### config.mk
export PLATFORM = sky130hd
export DESIGN_NAME = qam_mapper_multi_flat
export DESIGN_NICKNAME = d
export VERILOG_FILES = /design/src/rtl/qam_mapper_multi_if.sv /design/src/rtl/qam_mapper_multi.sv /design/src/flat_wrapper.sv
export SDC_FILE = /design/constraint.sdc
export NUM_CORES = 1
export LEC_CHECK = 0
export BUFFER_PORTS_ARGS = -buffer_cell sky130_fd_sc_hd__clkbuf_2
export CAP_MARGIN = 20
export CORE_UTILIZATION = 30
export CTS_CLUSTER_SIZE = 24
export DETAILED_ROUTE_END_ITERATION = 16
export PLACE_DENSITY = 0.59
export SYNTH_ARGS = -nofsm -noshare
export SYNTH_HDL_FRONTEND = slang
export SYNTH_SLANG_ARGS = --single-unit
### constraint.sdc
create_clock -name clk -period 12.8 [get_ports clk]
set_clock_uncertainty 0.05 [all_clocks]
set_input_delay 0 -clock clk [delete_from_list [all_inputs] [get_ports clk]]
set_output_delay 0 -clock clk [all_outputs]
set_load 0.01 [all_outputs]
### src/rtl/qam_mapper_multi_if.sv
// Stream bundle for the constellation mapper.
//   mode/sym_in/s_valid/s_last/s_ready : symbol input stream
//   out_r/out_i/m_valid/m_last/m_ready : I/Q sample output stream
// slave  : mapper side (consumes symbols, produces samples)
// master : surrounding logic side (produces symbols, consumes samples)
interface qam_mapper_multi_if #(
    parameter int unsigned OUT_W = 16
);
    logic [1:0]              mode;
    logic [5:0]              sym_in;
    logic                    s_valid;
    logic                    s_last;
    logic                    s_ready;
    logic signed [OUT_W-1:0] out_r;
    logic signed [OUT_W-1:0] out_i;
    logic                    m_valid;
    logic                    m_last;
    logic                    m_ready;

    modport master (
        output mode, sym_in, s_valid, s_last, m_ready,
        input  s_ready, out_r, out_i, m_valid, m_last
    );

    modport slave (
        input  mode, sym_in, s_valid, s_last, m_ready,
        output s_ready, out_r, out_i, m_valid, m_last
    );
endinterface

### src/rtl/qam_mapper_multi.sv
// Mode-selectable Gray-coded constellation mapper (BPSK/QPSK/16-QAM/64-QAM).
// Two-stage stallable pipeline: stage 1 decodes Gray bits into odd integer
// levels, stage 2 scales them by the per-mode normalised step.
// Ports:
//   clk, rst : clock, synchronous active-high reset
//   bus      : slave side of the symbol-in / sample-out stream bundle
//   sym_cnt  : count of completed output handshakes, wraps modulo 2^CNT_W
module qam_mapper_multi #(
    parameter int unsigned OUT_W     = 16,
    parameter int          STEP_BPSK = 16384,
    parameter int          STEP_QPSK = 11585,
    parameter int          STEP_16   = 5181,
    parameter int          STEP_64   = 2528,
    parameter int unsigned CNT_W     = 16
) (
    input  logic               clk,
    input  logic               rst,
    qam_mapper_multi_if.slave  bus,
    output logic [CNT_W-1:0]   sym_cnt
);

    // One Gray bit -> -1/+1
    function automatic logic signed [3:0] lvl1(input logic g);
        return $signed({~g, ~g, ~g, 1'b1});
    endfunction

    // Two Gray bits -> -3/-1/+1/+3: binary index b, level = 2b-3
    function automatic logic signed [3:0] lvl2(input logic [1:0] g);
        logic [1:0] b;
        b[1] = g[1];
        b[0] = b[1] ^ g[0];
        return $signed({~b[1], ~b[1], b[0], 1'b1});
    endfunction

    // Three Gray bits -> -7..+7 odd: binary index b, level = 2b-7
    function automatic logic signed [3:0] lvl3(input logic [2:0] g);
        logic [2:0] b;
        b[2] = g[2];
        b[1] = b[2] ^ g[1];
        b[0] = b[1] ^ g[0];
        return $signed({~b[2], b[1:0], 1'b1});
    endfunction

    logic                en;
    logic signed [3:0]   lvl_i_c;
    logic signed [3:0]   lvl_q_c;
    int                  step_c;

    logic                v1;
    logic [1:0]          mode1;
    logic signed [3:0]   lvl_i1;
    logic signed [3:0]   lvl_q1;
    logic                last1;

    // Whole pipeline advances whenever the output register is free or drained
    assign en          = !bus.m_valid || bus.m_ready;
    assign bus.s_ready = en;

    // Gray decode of the incoming symbol according to its own mode
    always_comb begin
        lvl_i_c = '0;
        lvl_q_c = '0;
        unique case (bus.mode)
            2'd0: lvl_i_c = lvl1(bus.sym_in[0]);
            2'd1: begin
                lvl_i_c = lvl1(bus.sym_in[1]);
                lvl_q_c = lvl1(bus.sym_in[0]);
            end
            2'd2: begin
                lvl_i_c = lvl2(bus.sym_in[3:2]);
                lvl_q_c = lvl2(bus.sym_in[1:0]);
            end
            2'd3: begin
                lvl_i_c = lvl3(bus.sym_in[5:3]);
                lvl_q_c = lvl3(bus.sym_in[2:0]);
            end
        endcase
    end

    // Stage 1: captured mode, levels and frame flag
    always_ff @(posedge clk) begin
        if (rst) begin
            v1 <= 1'b0;
        end else if (en) begin
            v1 <= bus.s_valid;
            if (bus.s_valid) begin
                mode1  <= bus.mode;
                lvl_i1 <= lvl_i_c;
                lvl_q1 <= lvl_q_c;
                last1  <= bus.s_last;
            end
        end
    end

    // Amplitude step of the symbol held in stage 1
    always_comb begin
        step_c = 0;
        unique case (mode1)
            2'd0: step_c = STEP_BPSK;
            2'd1: step_c = STEP_QPSK;
            2'd2: step_c = STEP_16;
            2'd3: step_c = STEP_64;
        endcase
    end

    // Stage 2: scaled samples; data holds across bubbles so drains keep last value
    always_ff @(posedge clk) begin
        if (rst) begin
            bus.m_valid <= 1'b0;
            bus.m_last  <= 1'b0;
            bus.out_r   <= '0;
            bus.out_i   <= '0;
        end else if (en) begin
            bus.m_valid <= v1;
            bus.m_last  <= v1 && last1;
            if (v1) begin
                bus.out_r <= OUT_W'(int'(lvl_i1) * step_c);
                bus.out_i <= OUT_W'(int'(lvl_q1) * step_c);
            end
        end
    end

    // Completed output handshakes
    always_ff @(posedge clk) begin
        if (rst) begin
            sym_cnt <= '0;
        end else if (bus.m_valid && bus.m_ready) begin
            sym_cnt <= sym_cnt + CNT_W'(1);
        end
    end

endmodule

### src/flat_wrapper.sv
// flat-port wrapper written by rule: the top's interface ports become plain ports
module qam_mapper_multi_flat 
#(
    parameter int unsigned OUT_W     = 16,
    parameter int          STEP_BPSK = 16384,
    parameter int          STEP_QPSK = 11585,
    parameter int          STEP_16   = 5181,
    parameter int          STEP_64   = 2528,
    parameter int unsigned CNT_W     = 16
)
  (clk, rst, sym_cnt, bus_mode, bus_sym_in, bus_s_valid, bus_s_last, bus_m_ready, bus_s_ready, bus_out_r, bus_out_i, bus_m_valid, bus_m_last);
  qam_mapper_multi_if #(.OUT_W(OUT_W)) bus_i ();
  input  logic clk;
  input  logic rst;
  output logic [CNT_W-1:0] sym_cnt;
  input wire logic [$bits(bus_i.mode)-1:0] bus_mode;
  input wire logic [$bits(bus_i.sym_in)-1:0] bus_sym_in;
  input wire logic [$bits(bus_i.s_valid)-1:0] bus_s_valid;
  input wire logic [$bits(bus_i.s_last)-1:0] bus_s_last;
  input wire logic [$bits(bus_i.m_ready)-1:0] bus_m_ready;
  output wire logic [$bits(bus_i.s_ready)-1:0] bus_s_ready;
  output wire logic [$bits(bus_i.out_r)-1:0] bus_out_r;
  output wire logic [$bits(bus_i.out_i)-1:0] bus_out_i;
  output wire logic [$bits(bus_i.m_valid)-1:0] bus_m_valid;
  output wire logic [$bits(bus_i.m_last)-1:0] bus_m_last;
  assign bus_i.mode = bus_mode;
  assign bus_i.sym_in = bus_sym_in;
  assign bus_i.s_valid = bus_s_valid;
  assign bus_i.s_last = bus_s_last;
  assign bus_i.m_ready = bus_m_ready;
  assign bus_s_ready = bus_i.s_ready;
  assign bus_out_r = bus_i.out_r;
  assign bus_out_i = bus_i.out_i;
  assign bus_m_valid = bus_i.m_valid;
  assign bus_m_last = bus_i.m_last;
  qam_mapper_multi #(.OUT_W(OUT_W), .STEP_BPSK(STEP_BPSK), .STEP_QPSK(STEP_QPSK), .STEP_16(STEP_16), .STEP_64(STEP_64), .CNT_W(CNT_W)) u_core (.clk(clk), .rst(rst), .bus(bus_i), .sym_cnt(sym_cnt));
endmodule
After elaboration in Yosys (flattened, before gate mapping)
Cells that the tools add are included.
Storage, ports and cells
  register bits after elaboration: 62
  input bits: 13
  output and inout bits: 51
  word-level logic and storage cells: 42
Operators by class
  add/sub/neg operators: 1
  multipliers: 2
  eq/ne operators: 6
  muxes and demuxes: 3
  bitwise logic cells: 12
  reductions and logical operators: 8
Operators by type and width (number)
  $pmux 32 s4: 1
  $mul 4x32->16: 2
  $add 16x1->16 const B: 1
  $pmux 4 s4: 1
  $pmux 4 s3: 1
  $eq 2x2->1 const B: 4
  $not 1->1: 6
  $xor 1x1->1: 6
  $eq 2x1->1 const B: 2
  $logic_not 2->1: 2
  $reduce_and 3->1: 1
  $logic_and 1x1->1: 2
  $reduce_and 2->1: 1
  $logic_not 1->1: 1
  $logic_or 1x1->1: 1

Logic depth before layout (Yosys ltp)
  word-level depth: 3
  gate-level depth with buffers: 21
  mapped depth without buffers: 18

Worst setup path after synthesis
OpenSTA, ideal clock, no wires.
  path kind: register to register
  from: register u_core.mode1[0]
  to: register u_core.bus.out_r[14]
  setup time: 122 ps
  arrival time: 4440 ps
  required time: 12628 ps
  setup slack: 8188 ps
  stages on the path, launching flop included: 19
  path buffers: 3
  clock period less this slack: 4612 ps
  path through: edfxtp_1 buf_2 inv_1 ha_1 buf_2 clkbuf_1 and2_1 ha_1 ha_1 xor2_1 ha_1 ha_1 fa_1 a21o_1 a21oi_2 o21bai_2 a221oi_1 mux2_2 a311o_1
Between the ends
  cells in the longest elaborated chain, start to end: 3
  elaborated cells on any way between the ends: 6
  classes of those cells: 1 x mul; 3 x eq/ne; 1 x mux; 1 x reduce/logical
Ends and longest elaborated chain
  start, declared: RTL line qam_mapper_multi.sv:50  | logic [1:0] mode1;
  start signal, assigned: RTL line qam_mapper_multi.sv:87  | mode1 <= bus.mode;
  $eq 2x2->1 (tied with other cells): RTL line qam_mapper_multi.sv:98  | unique case (mode1)
  $pmux 32 s4 *: RTL line qam_mapper_multi.sv:98
  $mul 4x32->16 *: RTL line qam_mapper_multi.sv:117  | bus.out_r <= OUT_W'(int'(lvl_i1) * step_c);
  end signal, assigned: RTL line qam_mapper_multi.sv:117
  end, declared: RTL line qam_mapper_multi_if.sv:27  | output s_ready, out_r, out_i, m_valid, m_last
Every way passes the cells marked *; elsewhere a longest branch is shown, timed or not. The select of a mux whose other input is x is not followed.
A chain may end at the register's enable or synchronous reset.

Worst setup path after layout
Ends and elaborated chain as after synthesis.

==> results.md <==
- Status: finished clean
- CP startpoint: u_core.mode1[0]
- Final worst path period share: 39.6%
- Nets@finish: 787
- Initial antenna violation count: 0
- Synth Register Bits: 61
- Inserted Diodes: 0
- CTS H-tree depth: 3
- Post-synth EDFFs: 10
- Area grow syn2layout: 17.6%
- Final Hold Viols: 0
- Reg clk slew, reported paths: 0.05 ns
- Num ports: 64
- Worst setup margin: 7.73 ns
- DP HPWL: 9.10 mm
- First-pass GRT wire length: 20.6 mm
- Count leader, synth: nand2_1
- CTS Hold Bufs: 6
- GPL Wtd Cong: 0.816
- Critical path peak fanout: 17
- Setup_tns: 0 ns
- FF-to-FF path depth: 16
- Critical Path Source Type: flop
- Mapped Nets: 726
- Routed WL: 11.9 mm
- Layout cells sized above 1: 14.1%
- Vias/cell: 4.74
- Hold slack: 0.0638 ns
- Class of the worst hold path: input pin to flop
- Peak VDD IR: 0.0000829 V
- Port Buf Inserts: 63
- CTS resizes: 0
- Worst R2R Start: u_core.mode1[0]
- DP Worst Slack: 7.73 ns
- CTS tree: done
- Yosys cell types: 57
- Fin util: 35.9%
- Most used DFF post-synth: dfxtp_1
- Pre-antenna DRT Iters: 4
- Hold_sp: bus_sym_in[3]
- Initial Util: 30.6%
- Number of global-route vias before repair: 4278
- Max Buffers Root-to-Sink: 2
- Unrepaired setup endpoints after global routing: no
- Largest net degree at the start of global routing: 55
- Vias: 4268
- Synth cell count leaders: nand2_1, ha_1, inv_1, dfxtp_1, a21oi_1
- Residual DRC: 0
- Cell Area, Synth: 0.00527 mm^2
- Overall global routing resource usage: 14.4%
- Die area: 0.0181 mm^2
- Setup bufs post-CTS: 0
- Die span in y: 134 um
- Final number of setup-violating endpoints: 0
- Slack of the worst reg-to-reg path: 7.73 ns
- TritonCTS Buffers: 9
- Ys Warns: 0
- GRT overflow: 0
- Max frequency: 197 MHz
- PwrDens: 115 mW/mm^2
- Hold Crit Endpoint: u_core.lvl_i1[1]
- Slew Limit Fails: 0
- Clk_lat worst skew: 0.34 ns
- Minimum clock period: 5.07 ns
- Cell Count, Final, Fillers Out: 900
- Rows: 48
- Leakage power: 0.00297 uW
- Placed cell count: 878
- Reg2reg end: u_core.bus.out_r[14]
- Initial DRC Count: 174
- Die X-Extent: 134 um
- Instance count of the mapped netlist: 609
- Share of the synthesized area in the top cell type: 19.4%
- Post-synthesis async set-or-reset flop share: 0%
- Setup CP Type: flop to flop
- Synth Area per Inst: 8.65 um^2
- Remaining antenna violation count after routing: 0
- Seq/Total Area, Yosys: 25.1%
- WL/cell: 13.2 um
- Worst Setup End Kind: flop
- Max-slew headroom: 60.5%
- WP data required: 12.97 ns
- WP data arrival: 5.24 ns
- Max-cap viol count: 0
- Hold Crit Depth: 3
- Dominant cell type by area after synthesis: dfxtp_1
- Core area: 0.0172 mm^2
- Synth top area cells: dfxtp_1, ha_1, fa_1
- Slew of the pin with the lowest slew margin: 0.592 ns
- Root Driver: clkbuf_16
- CTS sink count: 61
[layout by cell type (no fill, tap or decap), drive strengths merged, types with 10 or more instances in the layout]
cell type   n
edfxtp     10
nand3      18
dfxtp      51
xor2       14
nand2      73
and2       17
fa         32
o21ai      20
ha         72
clkbuf     74
xnor2      24
inv        71
nor2b      11
a21oi      44
nor2       43
[worst max path at each step]
stage / endpoint / slack, ns / cells past startpoint
global placement: u_core.bus.out_r[14] / 7.80 / 16
global route: u_core.bus.out_r[14] / 7.32 / 16
finish: u_core.bus.out_r[14] / 7.73 / 16
floorplan: u_core.bus.out_r[14] / 8.19 / 18
CTS: u_core.bus.out_r[14] / 7.71 / 16
detailed placement: u_core.bus.out_r[14] / 7.73 / 16
[per-layer routing]
layer | track usage (%) | routed length [um] | vias up
met2 | 24.4 | 5730 | 56
met1 | 18.3 | 5540 | 2027
met5 | 0 | 0 | -
met4 | 4.18 | 131 | 0
li1 | - | - | 2172
met3 | 3.27 | 452 | 13
[report_power, final]
group	switching, uW	internal [uW]	total [uW]
sequential	9.26	208	218
combinational	125	92.5	217
clock	90.3	187	278
[cell type report]
cell class                      instances  area [um^2]
Clock buffer                           11          264
Inverter                               69          259
Timing Repair Buffer                   72          398
Tap cell                              225          282
Clock inverter                          5         77.6
Sequential cell                        61         1320
Multi-Input combinational cell        457         3590
Fill cell                            1778        11000
[stage by stage]
step,area (um^2),total power [uW]
finish,6190,712
global route,6190,764
CTS,6190,723
detailed placement,5790,438
global placement,5790,437
floorplan,5270,381
[worst max-delay path: stages, from the launching register on]
cell and delay (ns):
edfxtp_1 0.57, inv_1 0.18, ha_1 0.55, nand2_1 0.28, xnor2_1 0.19, ha_1 0.28, ha_1 0.32, xor2_1 0.15
ha_1 0.31, ha_1 0.23, fa_1 0.41, a21o_1 0.20, a21oi_2 0.19, o21bai_2 0.10, a221oi_1 0.27, mux2_2 0.37
a311o_1 0.30
[sequential cells by signal (all words and copies together) (netlist names)]
signal,count
u_core.lvl_i1,3
u_core.bus.out_i,16
u_core.mode1,2
u_core.lvl_q1,4
u_core.v1,1
u_core.sym_cnt,16
u_core.bus.out_r,16
u_core.bus.m_last,1
u_core.bus.m_valid,1
u_core.last1,1
[logic make-up after synthesis]
family / count (synthesis) / share of synthesized area (%)
AOI/OAI and AO/OA: 102 / 11.8
and+or+nand+nor: 209 / 19.8
muxes: 3 / 0.594
xor gates and xnor gates: 39 / 6.75
adders and majority gates: 104 / 29.3
buffers and inverters: 91 / 6.72
DFF: 61 / 25.1
(Power assumes the default switching activity.)
